[config.mk]
export PLATFORM = sky130hd
export DESIGN_NAME = slab_interval_sequencer
export DESIGN_NICKNAME = d
export VERILOG_FILES = /design/src/rtl/slab_interval_sequencer_pkg.sv /design/src/rtl/slab_interval_sequencer_greater_than.sv /design/src/rtl/slab_interval_sequencer.sv
export SDC_FILE = /design/constraint.sdc
export NUM_CORES = 1
export LEC_CHECK = 0
export ABC_AREA = 1
export CORE_MARGIN = 1
export CORE_UTILIZATION = 45
export DETAILED_ROUTE_END_ITERATION = 7
export PLACE_DENSITY = 0.78
export RECOVER_POWER = 25
export SYNTH_ARGS = -nofsm -noshare
export SYNTH_HDL_FRONTEND = slang
export SYNTH_SLANG_ARGS = --single-unit
[constraint.sdc]
create_clock -name clk -period 8.3 [get_ports clk]
set_input_delay 1.66 -clock clk [delete_from_list [all_inputs] [get_ports clk]]
set_output_delay 1.66 -clock clk [all_outputs]
set_load 0.02 [all_outputs]
[src/rtl/slab_interval_sequencer_pkg.sv]
// Shared definitions for the slab interval sequencer.
// - FloPoCo FP(11,6) word: [19:18] exception, [17] sign, [16:6] exponent, [5:0] fraction.
// - Exception codes, the +0 constant, FSM state encoding, comparator op ids and the tag format.
package slab_interval_sequencer_pkg;

  localparam int unsigned FpW = 20;

  localparam logic [1:0] ExcZero = 2'b00;
  localparam logic [1:0] ExcNorm = 2'b01;
  localparam logic [1:0] ExcInf  = 2'b10;
  localparam logic [1:0] ExcNan  = 2'b11;

  localparam logic [FpW-1:0] FpPosZero = '0;

  typedef enum logic [3:0] {
    StIdle,
    StIssue1A,
    StIssue1B,
    StWait1,
    StIssue2A,
    StIssue2B,
    StWait2,
    StIssue3A,
    StIssue3B,
    StWait3,
    StDone
  } state_e;

  // One id per comparator issue; OpNone marks an empty pipeline slot.
  typedef enum logic [2:0] {
    OpNone   = 3'd0,
    OpNearXy = 3'd1,  // max(tnear_x, tnear_y) -> m1
    OpFarXy  = 3'd2,  // min(tfar_x, tfar_y)   -> n1
    OpNearZ  = 3'd3,  // max(m1, tnear_z)      -> t_entry
    OpFarZ   = 3'd4,  // min(n1, tfar_z)       -> t_exit
    OpMiss   = 3'd5,  // t_entry > t_exit
    OpFront  = 3'd6   // t_exit > +0
  } op_e;

  typedef struct packed {
    logic valid;
    op_e  op;
  } tag_t;

endpackage

[src/rtl/slab_interval_sequencer_greater_than.sv]
// greater_than: pipelined FP(11,6) comparator.
// - greater_o is 1 only when a_i - b_i would be a positive normal number: both operands
//   zero/normal and a_i strictly larger. Equal operands, inf and NaN give 0.
// - Result for operands presented in cycle c is valid during cycle c+Lat.
// Ports: clk, rst (async, active-high), a_i, b_i operands, greater_o result.
module greater_than
  import slab_interval_sequencer_pkg::*;
#(
  parameter int unsigned W   = 19,
  parameter int unsigned Lat = 4
) (
  input  logic       clk,
  input  logic       rst,
  input  logic [W:0] a_i,
  input  logic [W:0] b_i,
  output logic       greater_o
);

  logic           a_fin, b_fin, a_neg, b_neg, gt_d;
  logic [W-2:0]   a_key, b_key;
  logic [Lat-1:0] gt_q;

  always_comb begin
    a_fin = (a_i[W:W-1] != ExcInf) && (a_i[W:W-1] != ExcNan);
    b_fin = (b_i[W:W-1] != ExcInf) && (b_i[W:W-1] != ExcNan);
    a_neg = (a_i[W:W-1] == ExcNorm) && a_i[W-2];
    b_neg = (b_i[W:W-1] == ExcNorm) && b_i[W-2];
    // Magnitude key: zero sorts below every normal regardless of its exp/frac bits.
    a_key = (a_i[W:W-1] == ExcZero) ? '0 : {1'b1, a_i[W-3:0]};
    b_key = (b_i[W:W-1] == ExcZero) ? '0 : {1'b1, b_i[W-3:0]};
    gt_d  = 1'b0;
    if (a_fin && b_fin) begin
      unique case ({a_neg, b_neg})
        2'b00:   gt_d = a_key > b_key;
        2'b01:   gt_d = 1'b1;
        2'b10:   gt_d = 1'b0;
        default: gt_d = a_key < b_key;
      endcase
    end
  end

  always_ff @(posedge clk or posedge rst) begin
    if (rst) begin
      gt_q <= '0;
    end else begin
      gt_q[0] <= gt_d;
      for (int unsigned i = 1; i < Lat; i++) begin
        gt_q[i] <= gt_q[i-1];
      end
    end
  end

  assign greater_o = gt_q[Lat-1];

endmodule

[src/rtl/slab_interval_sequencer.sv]
// slab_interval_sequencer: closes a ray/AABB slab test with one shared greater_than.
// - Computes t_entry = max(tnear), t_exit = min(tfar), hit = !(t_entry > t_exit) && t_exit > +0.
// Ports: clk, rst (async, active-high); in_valid/in_ready input handshake with
// tnear_x/y/z, tfar_x/y/z; out_valid/out_ready output handshake with t_entry, t_exit, hit.
module slab_interval_sequencer
  import slab_interval_sequencer_pkg::*;
#(
  parameter int unsigned W       = 19,
  parameter int unsigned CMP_LAT = 4
) (
  input  logic       clk,
  input  logic       rst,
  input  logic       in_valid,
  output logic       in_ready,
  input  logic [W:0] tnear_x,
  input  logic [W:0] tnear_y,
  input  logic [W:0] tnear_z,
  input  logic [W:0] tfar_x,
  input  logic [W:0] tfar_y,
  input  logic [W:0] tfar_z,
  output logic       out_valid,
  input  logic       out_ready,
  output logic [W:0] t_entry,
  output logic [W:0] t_exit,
  output logic       hit
);

  state_e          state_q, state_d;
  op_e             issue_op, cap_op;
  tag_t            tag_q [CMP_LAT];
  tag_t            tag_out;
  logic [2:0][W:0] near_q, near_d, far_q, far_d;
  logic [W:0]      m1_q, m1_d, n1_q, n1_d;
  logic [W:0]      t_entry_q, t_entry_d, t_exit_q, t_exit_d;
  logic [W:0]      opa, opb;
  logic            miss_q, miss_d, hit_q, hit_d;
  logic            gt, accept;

  assign accept  = (state_q == StIdle) && in_valid;
  assign tag_out = tag_q[CMP_LAT-1];
  // Captures follow the tag alone, so stale comparator output is never consumed.
  assign cap_op  = tag_out.valid ? tag_out.op : OpNone;

  always_comb begin
    state_d  = state_q;
    issue_op = OpNone;
    case (state_q)
      StIdle:    if (in_valid) state_d = StIssue1A;
      StIssue1A: begin
        issue_op = OpNearXy;
        state_d  = StIssue1B;
      end
      StIssue1B: begin
        issue_op = OpFarXy;
        state_d  = (cap_op == OpNearXy) ? StIssue2A : StWait1;
      end
      StWait1:   if (cap_op == OpNearXy) state_d = StIssue2A;
      StIssue2A: begin
        issue_op = OpNearZ;
        state_d  = StIssue2B;
      end
      StIssue2B: begin
        issue_op = OpFarZ;
        state_d  = (cap_op == OpNearZ) ? StIssue3A : StWait2;
      end
      StWait2:   if (cap_op == OpNearZ) state_d = StIssue3A;
      StIssue3A: begin
        issue_op = OpMiss;
        state_d  = StIssue3B;
      end
      StIssue3B: begin
        issue_op = OpFront;
        state_d  = StWait3;
      end
      StWait3:   if (cap_op == OpFront) state_d = StDone;
      StDone:    if (out_ready) state_d = StIdle;
      default:   state_d = StIdle;
    endcase
  end

  // Operand muxes keyed by the op being issued.
  always_comb begin
    opa = '0;
    opb = '0;
    case (issue_op)
      OpNearXy: begin
        opa = near_q[0];
        opb = near_q[1];
      end
      OpFarXy: begin
        opa = far_q[0];
        opb = far_q[1];
      end
      OpNearZ: begin
        opa = m1_q;
        opb = near_q[2];
      end
      OpFarZ: begin
        opa = n1_q;
        opb = far_q[2];
      end
      OpMiss: begin
        // t_exit resolves in this very cycle, so forward it instead of waiting a cycle.
        opa = t_entry_q;
        opb = t_exit_d;
      end
      OpFront: begin
        opa = t_exit_q;
        opb = (W+1)'(FpPosZero);
      end
      default: ;
    endcase
  end

  // Max keeps A only when A > B (ties go to B); min keeps A unless A > B.
  always_comb begin
    near_d    = accept ? {tnear_z, tnear_y, tnear_x} : near_q;
    far_d     = accept ? {tfar_z, tfar_y, tfar_x} : far_q;
    m1_d      = m1_q;
    n1_d      = n1_q;
    t_entry_d = t_entry_q;
    t_exit_d  = t_exit_q;
    miss_d    = miss_q;
    hit_d     = hit_q;
    case (cap_op)
      OpNearXy: m1_d      = gt ? near_q[0] : near_q[1];
      OpFarXy:  n1_d      = gt ? far_q[1] : far_q[0];
      OpNearZ:  t_entry_d = gt ? m1_q : near_q[2];
      OpFarZ:   t_exit_d  = gt ? far_q[2] : n1_q;
      OpMiss:   miss_d    = gt;
      OpFront:  hit_d     = !miss_q && gt;
      default: ;
    endcase
  end

  always_ff @(posedge clk or posedge rst) begin
    if (rst) begin
      state_q   <= StIdle;
      near_q    <= '0;
      far_q     <= '0;
      m1_q      <= '0;
      n1_q      <= '0;
      t_entry_q <= '0;
      t_exit_q  <= '0;
      miss_q    <= 1'b0;
      hit_q     <= 1'b0;
      for (int unsigned i = 0; i < CMP_LAT; i++) begin
        tag_q[i] <= '0;
      end
    end else begin
      state_q   <= state_d;
      near_q    <= near_d;
      far_q     <= far_d;
      m1_q      <= m1_d;
      n1_q      <= n1_d;
      t_entry_q <= t_entry_d;
      t_exit_q  <= t_exit_d;
      miss_q    <= miss_d;
      hit_q     <= hit_d;
      tag_q[0]  <= '{valid: (issue_op != OpNone), op: issue_op};
      for (int unsigned i = 1; i < CMP_LAT; i++) begin
        tag_q[i] <= tag_q[i-1];
      end
    end
  end

  greater_than #(
    .W   (W),
    .Lat (CMP_LAT)
  ) u_greater_than (
    .clk       (clk),
    .rst       (rst),
    .a_i       (opa),
    .b_i       (opb),
    .greater_o (gt)
  );

  assign in_ready  = (state_q == StIdle);
  assign out_valid = (state_q == StDone);
  assign t_entry   = t_entry_q;
  assign t_exit    = t_exit_q;
  assign hit       = hit_q;

endmodule

Word level (Yosys, flattened, before mapping)

Cells that the tools add are included.

Magnitude comparators: 2
Eq/ne operators: 35
Mux-type cells: 21
Reduce and logical (&&, ||, !) cells: 14

Operators with widths:

| kind                                                                  | count |
|---|---|
| 20-bit case mux with 6 select lines                                   | 1 |
| 20-bit 2-to-1 mux                                                     | 5 |
| 20-bit case mux with 5 select lines                                   | 1 |
| 4-bit case mux with 11 select lines                                   | 1 |
| 18-bit 2-to-1 mux                                                     | 2 |
| 4-bit 2-to-1 mux                                                      | 5 |
| 3-bit equality test, second input constant                            | 6 |
| 18-bit > comparator                                                   | 1 |
| 18-bit < comparator                                                   | 1 |
| 3-bit case mux with 6 select lines                                    | 1 |
| 4-bit by 3-bit equality test with 1-bit output, second input constant | 4 |
| 2-bit != test, second input constant                                  | 8 |
| 3-bit by 2-bit equality test with 1-bit output, second input constant | 4 |
| 4-bit equality test, second input constant                            | 3 |
| 4-bit by 2-bit equality test with 1-bit output, second input constant | 2 |
| 1-bit logical AND                                                     | 7 |
| 2-bit by 1-bit equality test with 1-bit output, second input constant | 3 |
| 3-bit by 1-bit equality test with 1-bit output, second input constant | 2 |
| 2-bit zero test                                                       | 3 |
| 3-bit 2-to-1 mux                                                      | 2 |
| 5-bit AND reduction                                                   | 1 |
| 4-bit by 1-bit equality test with 1-bit output, second input constant | 1 |
| 4-bit zero test                                                       | 1 |
| 1-bit case mux with 3 select lines                                    | 1 |
| other kinds (5)                                                       | 6 |

Register bits: 226
Bits of input ports: 124
Output and inout bits: 43
Word-level logic and storage cells: 94

Longest topological paths before layout

Gate-level depths: netlist of the first run.

Depth after elaboration: 9
Depth in mapped cells: 24
Depth with buffers taken out: 23

Modules after synthesis

Synthesis of the first run repeated with hierarchy kept, for this count alone.

Cells, all modules: 1490
Area total of the unflattened synthesis: 11419.7 µm²

By module, submodules not included:

| module                  | times used | cells an instance | area each (µm²) | seq. area each (µm²) |
|---|---|---|---|---|
| slab_interval_sequencer | 1          | 1352              | 10598.9         | 5555.3 |
| greater_than            | 1          | 138               | 820.8           | 100.1 |

Worst setup path before layout of the first run

No wires, ideal clock.

Path type: reg-to-output
From: register state_q[0]
To: output port out_valid
Arrival time: 0.931 ns
Data required time: 6.640 ns
Slack: 5.709 ns
Stages on the path, launching flop included: 4
Buffers on the path: 0
Path through: dfrtp_1 -> inv_2 -> nand2_1 -> nor2_1

Cells in the longest elaborated chain, start to end: 1

Ends and longest elaborated chain:

| element                  | line                           | text |
|---|---|---|
| start: declaration       | slab_interval_sequencer.sv:28  | `state_e state_q, state_d;` |
| start signal: assignment | slab_interval_sequencer.sv:138 | `state_q <= StIdle;` |
| start signal: assignment | slab_interval_sequencer.sv:151 | `state_q <= state_d;` |
| 4-bit equality test      | slab_interval_sequencer.sv:179 | `assign out_valid = (state_q == StDone);` |
| end: declaration         | slab_interval_sequencer.sv:21  | `output logic out_valid,` |

No other way between the ends.

==> impl_metrics.csv, run 1 <==
group,metric,value,unit
status,status,"finished, violations left",
status,violations,"max-capacitance violations, max-slew violations",
sta,fin_tns_setup,0,ps
logic_synthesis,synth_cell_types,38,
worst_setup_path,cp.arrival,5350,ps
worst_setup_path,start_kind,"primary input",
clocking,cts.path.max_buffers,3,
global_route,grt_max_degree,114,
floorplanning,die-height,160,um
place,dp_hpwl,23.7,mm
logic_synthesis,yosysSeqAreaShare,0.504,
logic_synthesis,syn_inst,1315,
global_route,grt_pass1_wl,54.2,mm
global_route,grt_use_total,0.273,
worst_setup_path,path_class,"in -> async",
floorplanning,core_region_area,24400,um^2
sta,fin_crit_sh,0.583,
clocking,post_cts_buffers,0,
sta,timing_hold_violations_final,0,
logic_synthesis,yosysTopAreaCellShare,0.504,
clocking,cts_resized,0,
layout,final_layout_size_suffix_gt1_frac,0.0841,
drt,routed_via_density,5.59,
place,globalplace.congestion,0.926,
worst_setup_path,cp-end-kind,"async pin",
job,maxCapViolations,4,
drt,totalWireLength,35.0,mm
sta,fin_crit,4840,ps
logic_synthesis,synth_nets,1457,
sta,timing.slew.headroom,-1.46,
sta,tightest_slew,3660,ps
worst_hold_path,min_path_type,"reg -> reg",
drt,drcViolationCount,0,
drt,drt_iter0_markers,1076,
drt,firstDrtPassIters,6,
global_route,overflow,0,
worst_setup_path,critPathMaxStageDelay,2060,ps
place,port_buffers,166,
sta,worst_slack,3460,ps
power_and_ir_drop,peakVddDrop,0.186,mV
global_route,grt_pass1_vias,9526,
sta,rsz0062_at_grt,"no",
clocking,cts-root-buf,"clkbuf_16",
layout,fin_nets,1589,
logic_synthesis,yosys-top-cells-area,"dfrtp_1 (50%), nand2_1 (8.7%), inv_1 (5.1%)",
worst_setup_path,cp_max_fo,83,
sta,fmax,207,MHz
layout,final_cell_area,13900,um^2
clocking,cts_made_buffers,25,
place,pre_cts_slack,4230,ps
logic_synthesis,ys_ff_latch,226,
floorplanning,rows,57,
clocking,worstSkewPairLatency,540,ps
sta,setup_viol,0,
drt,vias,9995,
layout,antenna_cells,0,
worst_setup_path,required,8810,ps
sta,fin_hold_ws,348,ps
logic_synthesis,syn_area_per_cell,8.54,um^2
clocking,cts_tree,"built",
clocking,cts.clk_slew.worst_paths,60,ps
sta,drv_slew,213,
logic_synthesis,yosysWarnings,0,
floorplanning,io_pins,167,
sta,clock_skew,27.6,ps
drt,wl_per_cell,19.6,um
floorplanning,die_area,25600,um^2
place,dpl-instance-area,13100,um^2
worst_setup_path,cpLargestDelayFamily,"buffers and inverters",
clocking,clock_sinks,226,
worst_setup_path,crit_buf_inv,3,
power_and_ir_drop,total_leakage_power,0.00633,uW
power_and_ir_drop,cellPowerDensity,436,nW/um^2
layout,layout-area-overhead-vs-synth,23.4,%
clocking,cts_hold_buf,0,
worst_setup_path,crit_slowest_cell,"clkinvlp_2",
worst_setup_path,crit_chain,"dlygate4sd3_1 -> clkinvlp_2 -> buf_4",
drt,drt.antenna.violating_nets,0,
global_route,antenna_found_initial,0,
logic_synthesis,yosys.area.top_type,"dfrtp_1",
floorplanning,die_w,160,um
logic_synthesis,syn_area,11200,um^2
clocking,cts.htree.levels,1,
floorplanning,start_util,0.460,
## cells in the final DEF (no fill, tap or decap), drive strengths merged, types with 7 or more instances in the layout
cell type	synthesis	routed
buf	48	8
nor2	137	137
o21ai	108	108
nor3	7	7
a31oi	12	12
o21a	9	9
nand2	265	265
inv	159	160
o211ai	48	48
dfrtp	226	226
mux2	51	51
o22ai	36	36
nand3	22	22
o31ai	9	9
clkbuf	24	42
or2	9	9
a21oi	98	98
ha	18	18
clkdlybuf4s50	0	165
o2111ai	11	11
## worst paths after layout
check                                start                     end  slack [ps]  depth (start not counted)
worst max-delay path                   rst                far_q[1]        3460                          3
worst min-delay path              tag_q[7]              tag_out[3]         350                          0
worst max register to register  state_q[0]  u_greater_than.gt_q[0]        4280                         19
worst min register to register    tag_q[7]              tag_out[3]         350                          0
max in group clk                state_q[0]  u_greater_than.gt_q[0]        4280                         19
min in group asynchronous              rst              near_q[58]        2680                          2
## through the flow
| stage | utilization | total power [uW] | cells |
|---|---|---|---|
| after floorplan | - | 3900 | 1315 |
| after global placement | 0.536 | 4790 | 1744 |
| after detailed placement | 0.536 | 4880 | 1744 |
| after CTS | 0.569 | 6000 | 1787 |
| after global routing | 0.568 | 6440 | 1787 |
| final | 0.568 | 6040 | 1787 |
## flip-flops by register name, summed over array words and instances (netlist names), 12 cells and up
register,count
far_q,60
m1_q,20
t_entry,20
n1_q,20
tag_q,12
near_q,60
t_exit,20
## power breakdown
group,internal [uW],leakage [uW],switching (uW)
Sequential,1640,0.00264,438
Clock,648,0.000395,452
Combinational,1070,0.00329,1800
## logic make-up after synthesis
| group | Yosys count | share of synthesized area |
|---|---|---|
| AOI/OAI and AO/OA | 338 | 0.176 |
| DFF | 226 | 0.504 |
| muxes | 51 | 0.0512 |
| buffers and inverters | 232 | 0.0834 |
| and+or+nand+nor | 450 | 0.165 |
| adders and majority gates | 18 | 0.0201 |
## per-layer routing
layer	share of wire	vias up	global-route usage
met1	0.45	4686	0.414
li1	-	4609	-
met4	0.032	0	0.101
met3	0.11	85	0.0558
met5	0	-	0
met2	0.41	615	0.383
## Yosys cell counts, drive strengths merged
master	number
o2111ai	11
nand2	265
o31ai	9
o22ai	36
and2	5
o21ai	108
a211oi	3
o21a	9
nand3	22
o211ai	48
nor3	7
a21oi	98
clkinv	1
ha	18
or2	9
nand4	3
a21o	1
inv	159
nor4	1
clkbuf	24
mux2	51
and3	1
a31oi	12
buf	48
nor2	137
a221oi	3
dfrtp	226
## cell type report
| type | count | area (um^2) |
|---|---|---|
| inverters | 160 | 602 |
| flip-flops and latches | 226 | 5660 |
| fillers | 2147 | 10500 |
| multi-input cells | 857 | 4650 |
| clock inverters | 4 | 55.1 |
| repair buffers | 177 | 1730 |
| well taps | 324 | 405 |
| clock buffers | 39 | 748 |
No activity file was read; power rests on OpenSTA's default activity.
==> run 2, diff against run 1 <==
Settings changed: PLACE_DENSITY 0.78 to 0.75.
Clock period 8.3 ns to 4.9 ns, I/O delays scaled along.
==> run 2 against run 1 <==
Against the previous run: core utilization rose by 0.39 points; hold slack got worse by 2.4 ps; sequential share of layout area decreased by 0.28 points; non-clock buffer count up 9; clock power rose by 68%; setup slack lost 2300 ps; global-route usage shrank 0.51 points; combinational power is 67% higher; the run still ends with max-capacitance violations, max-slew violations left; total power is 69% higher; first-iteration DRC count fell by 9.3%.
==> impl_metrics.csv, run 2 (synthesis results as in run 1) <==
group,metric,value,unit
status,status,"finished, violations left",
status,violations,"max-capacitance violations, max-slew violations",
layout,final_common_cell,"nand2_1",
sta,timing_hold_violations_final,0,
power_and_ir_drop,cellPowerDensity,731,nW/um^2
place,dp_hpwl,23.8,mm
power_and_ir_drop,peakVddDrop,0.304,mV
layout,antenna_cells,0,
global_route,antenna_found_initial,0,
sta,fin_crit_sh,0.767,
sta,drv_slew,142,
drt,drt_iter0_markers,976,
worst_setup_path,critical_path.most_common_cell,"nand2_1",
global_route,grt_pass1_wl,53.5,mm
drt,drt.antenna.violating_nets,0,
worst_setup_path,r2r_setup_slack,1140,ps
power_and_ir_drop,total_power,10200,uW
place,globalplace.congestion,0.934,
worst_setup_path,start_kind,"register",
place,dp_cells,1753,
drt,firstDrtPassIters,6,
worst_setup_path,cp.depth,17,
layout,fin_nets,1598,
worst_setup_path,timing.rr.end,"u_greater_than.gt_q[0]",
sta,timing.slew.headroom,-0.362,
global_route,overflow,0,
sta,fin_crit,3760,ps
clocking,cts.htree.levels,1,
clocking,clock_sinks,226,
clocking,worstSkewPairLatency,520,ps
floorplanning,die_w,160,um
sta,clock_skew,9.98,ps
sta,tightest_slew,2040,ps
clocking,cts_tree,"built",
global_route,gr-usage-met1,0.385,
clocking,cts-root-buf,"clkbuf_16",
power_and_ir_drop,switchingPower,4490,uW
worst_setup_path,r2r_start,"state_q[0]",
worst_setup_path,required,5350,ps
drt,totalWireLength,34.0,mm
job,maxCapViolations,3,
floorplanning,core_region_area,24400,um^2
power_and_ir_drop,clkPwrFrac,0.181,
global_route,grt_max_degree,141,
worst_hold_path,hold_end,"tag_q[4]",
worst_setup_path,path_class,"reg -> reg",
worst_setup_path,cp-end-kind,"register",
layout,final_layout_size_suffix_gt1_frac,0.0918,
worst_setup_path,critPathMaxStageDelay,830,ps
worst_setup_path,cpLargestDelayFamily,"simple AND/OR/NAND/NOR gates",
floorplanning,die_area,25600,um^2
sta,fin_tns_setup,0,ps
clocking,cts_resized,0,
worst_hold_path,worstHoldPathCells,0,
floorplanning,die-height,160,um
drt,vias,9931,
global_route,met2_usage,0.407,
global_route,busiest_layer,"met2",
power_and_ir_drop,combinationalPowerShare,0.469,
drt,wl_per_cell,18.9,um
layout,final_cell_mix,"nand2_1 (262), dfrtp_1 (225), clkdlybuf4s50_1 (165)",
worst_setup_path,crit_chain,"nor2_1 -> nand2_1 -> clkbuf_1 -> o22ai_1 -> o31ai_1 -> inv_1 -> ha_1 -> nand2_1 -> nor2_1 -> nand2_1 -> nor2_1 -> o21ai_0 -> nand3_1 -> nand2_1 -> nand2_1 -> inv_1 -> nor2_1",
clocking,post_cts_buffers,0,
place,port_buffers,166,
worst_hold_path,min_from,"tag_q[8]",
global_route,met3_usage,0.0644,
power_and_ir_drop,p_int,5710,uW
clocking,cts_made_buffers,25,
worst_setup_path,crit_slowest_cell,"clkbuf_1",
sta,rsz0062_at_grt,"no",
clocking,cts_hold_buf,0,
sta,fmax,266,MHz
global_route,grt_use_total,0.268,
clocking,cts.clk_slew.worst_paths,60,ps
floorplanning,rows,57,
floorplanning,start_util,0.460,
clocking,cts.path.max_buffers,3,
worst_setup_path,r2r_cells,17,
floorplanning,io_pins,167,
drt,drcViolationCount,0,
layout,fin_cells,1795,
worst_setup_path,cp_max_fo,18,
power_and_ir_drop,seqPwrFrac,0.350,
power_and_ir_drop,total_leakage_power,0.00639,uW
drt,routed_via_density,5.53,
layout,layout-area-overhead-vs-synth,24.2,%
layout,top_regs,"far_q: 60 flops, near_q: 60 flops",
sta,setup_viol,0,
worst_hold_path,min_path_type,"reg -> reg",
worst_setup_path,cp.arrival,4210,ps
power_and_ir_drop,power.share.switching,0.440,
worst_setup_path,crit_buf_inv,3,
layout,final_util,0.572,
global_route,grt_pass1_vias,9505,
run 2: cell type report:
class / instances / area (um^2)
clock buffer: 35 / 713
multi-input combinational: 857 / 4650
tap: 324 / 405
timing repair buffer: 186 / 1830
inverter: 160 / 602
fill: 2169 / 10400
clock inverter: 7 / 85.1
sequential: 226 / 5660
run 2: per-layer routing:
layer | up-vias | wire, um
met5 | - | 0
met4 | 0 | 750
met3 | 67 | 3370
met2 | 500 | 14900
met1 | 4730 | 14900
li1 | 4634 | -
run 2: worst max path at each step:
stage | start | to | slack [ps]
2_1_floorplan | rst | far_q[0] | 970
3_3_place_gp | state_q[2] | u_greater_than.gt_q[0] | 1590
3_5_place_dp | tag_out[2] | u_greater_than.gt_q[0] | 1500
4_1_cts | tag_out[2] | u_greater_than.gt_q[0] | 1520
5_1_grt | rst | u_greater_than.gt_q[3] | 580
6_report | state_q[0] | u_greater_than.gt_q[0] | 1140
run 2: worst reg2reg max path: stages (launching register included):
cell and delay, ps:
dfrtp_1 470, nor2_1 140, nand2_1 560, clkbuf_1 830, o22ai_1 190, o31ai_1 300
inv_1 80, ha_1 290, nand2_1 60, nor2_1 230, nand2_1 80, nor2_1 80
o21ai_0 80, nand3_1 100, nand2_1 60, nand2_1 50, inv_1 30, nor2_1 70
run 2: stage by stage:
stage	worst slack [ps]	hold slack [ps]	instance area, um^2
final	1140	345	13900
after global routing	583	345	13900
after CTS	1520	346	14000
after detailed placement	1500	335	13200
after global placement	1590	332	13200
after floorplan	968	331	11200
run 2: power groups by stage:
stage	combinational [uW]	sequential (uW)	clock (uW)
final	4780	3570	1850
after global routing	5330	3660	1960
after CTS	4770	3540	1870
after detailed placement	4730	3560	0
after global placement	4640	3540	0
after floorplan	3240	3380	0
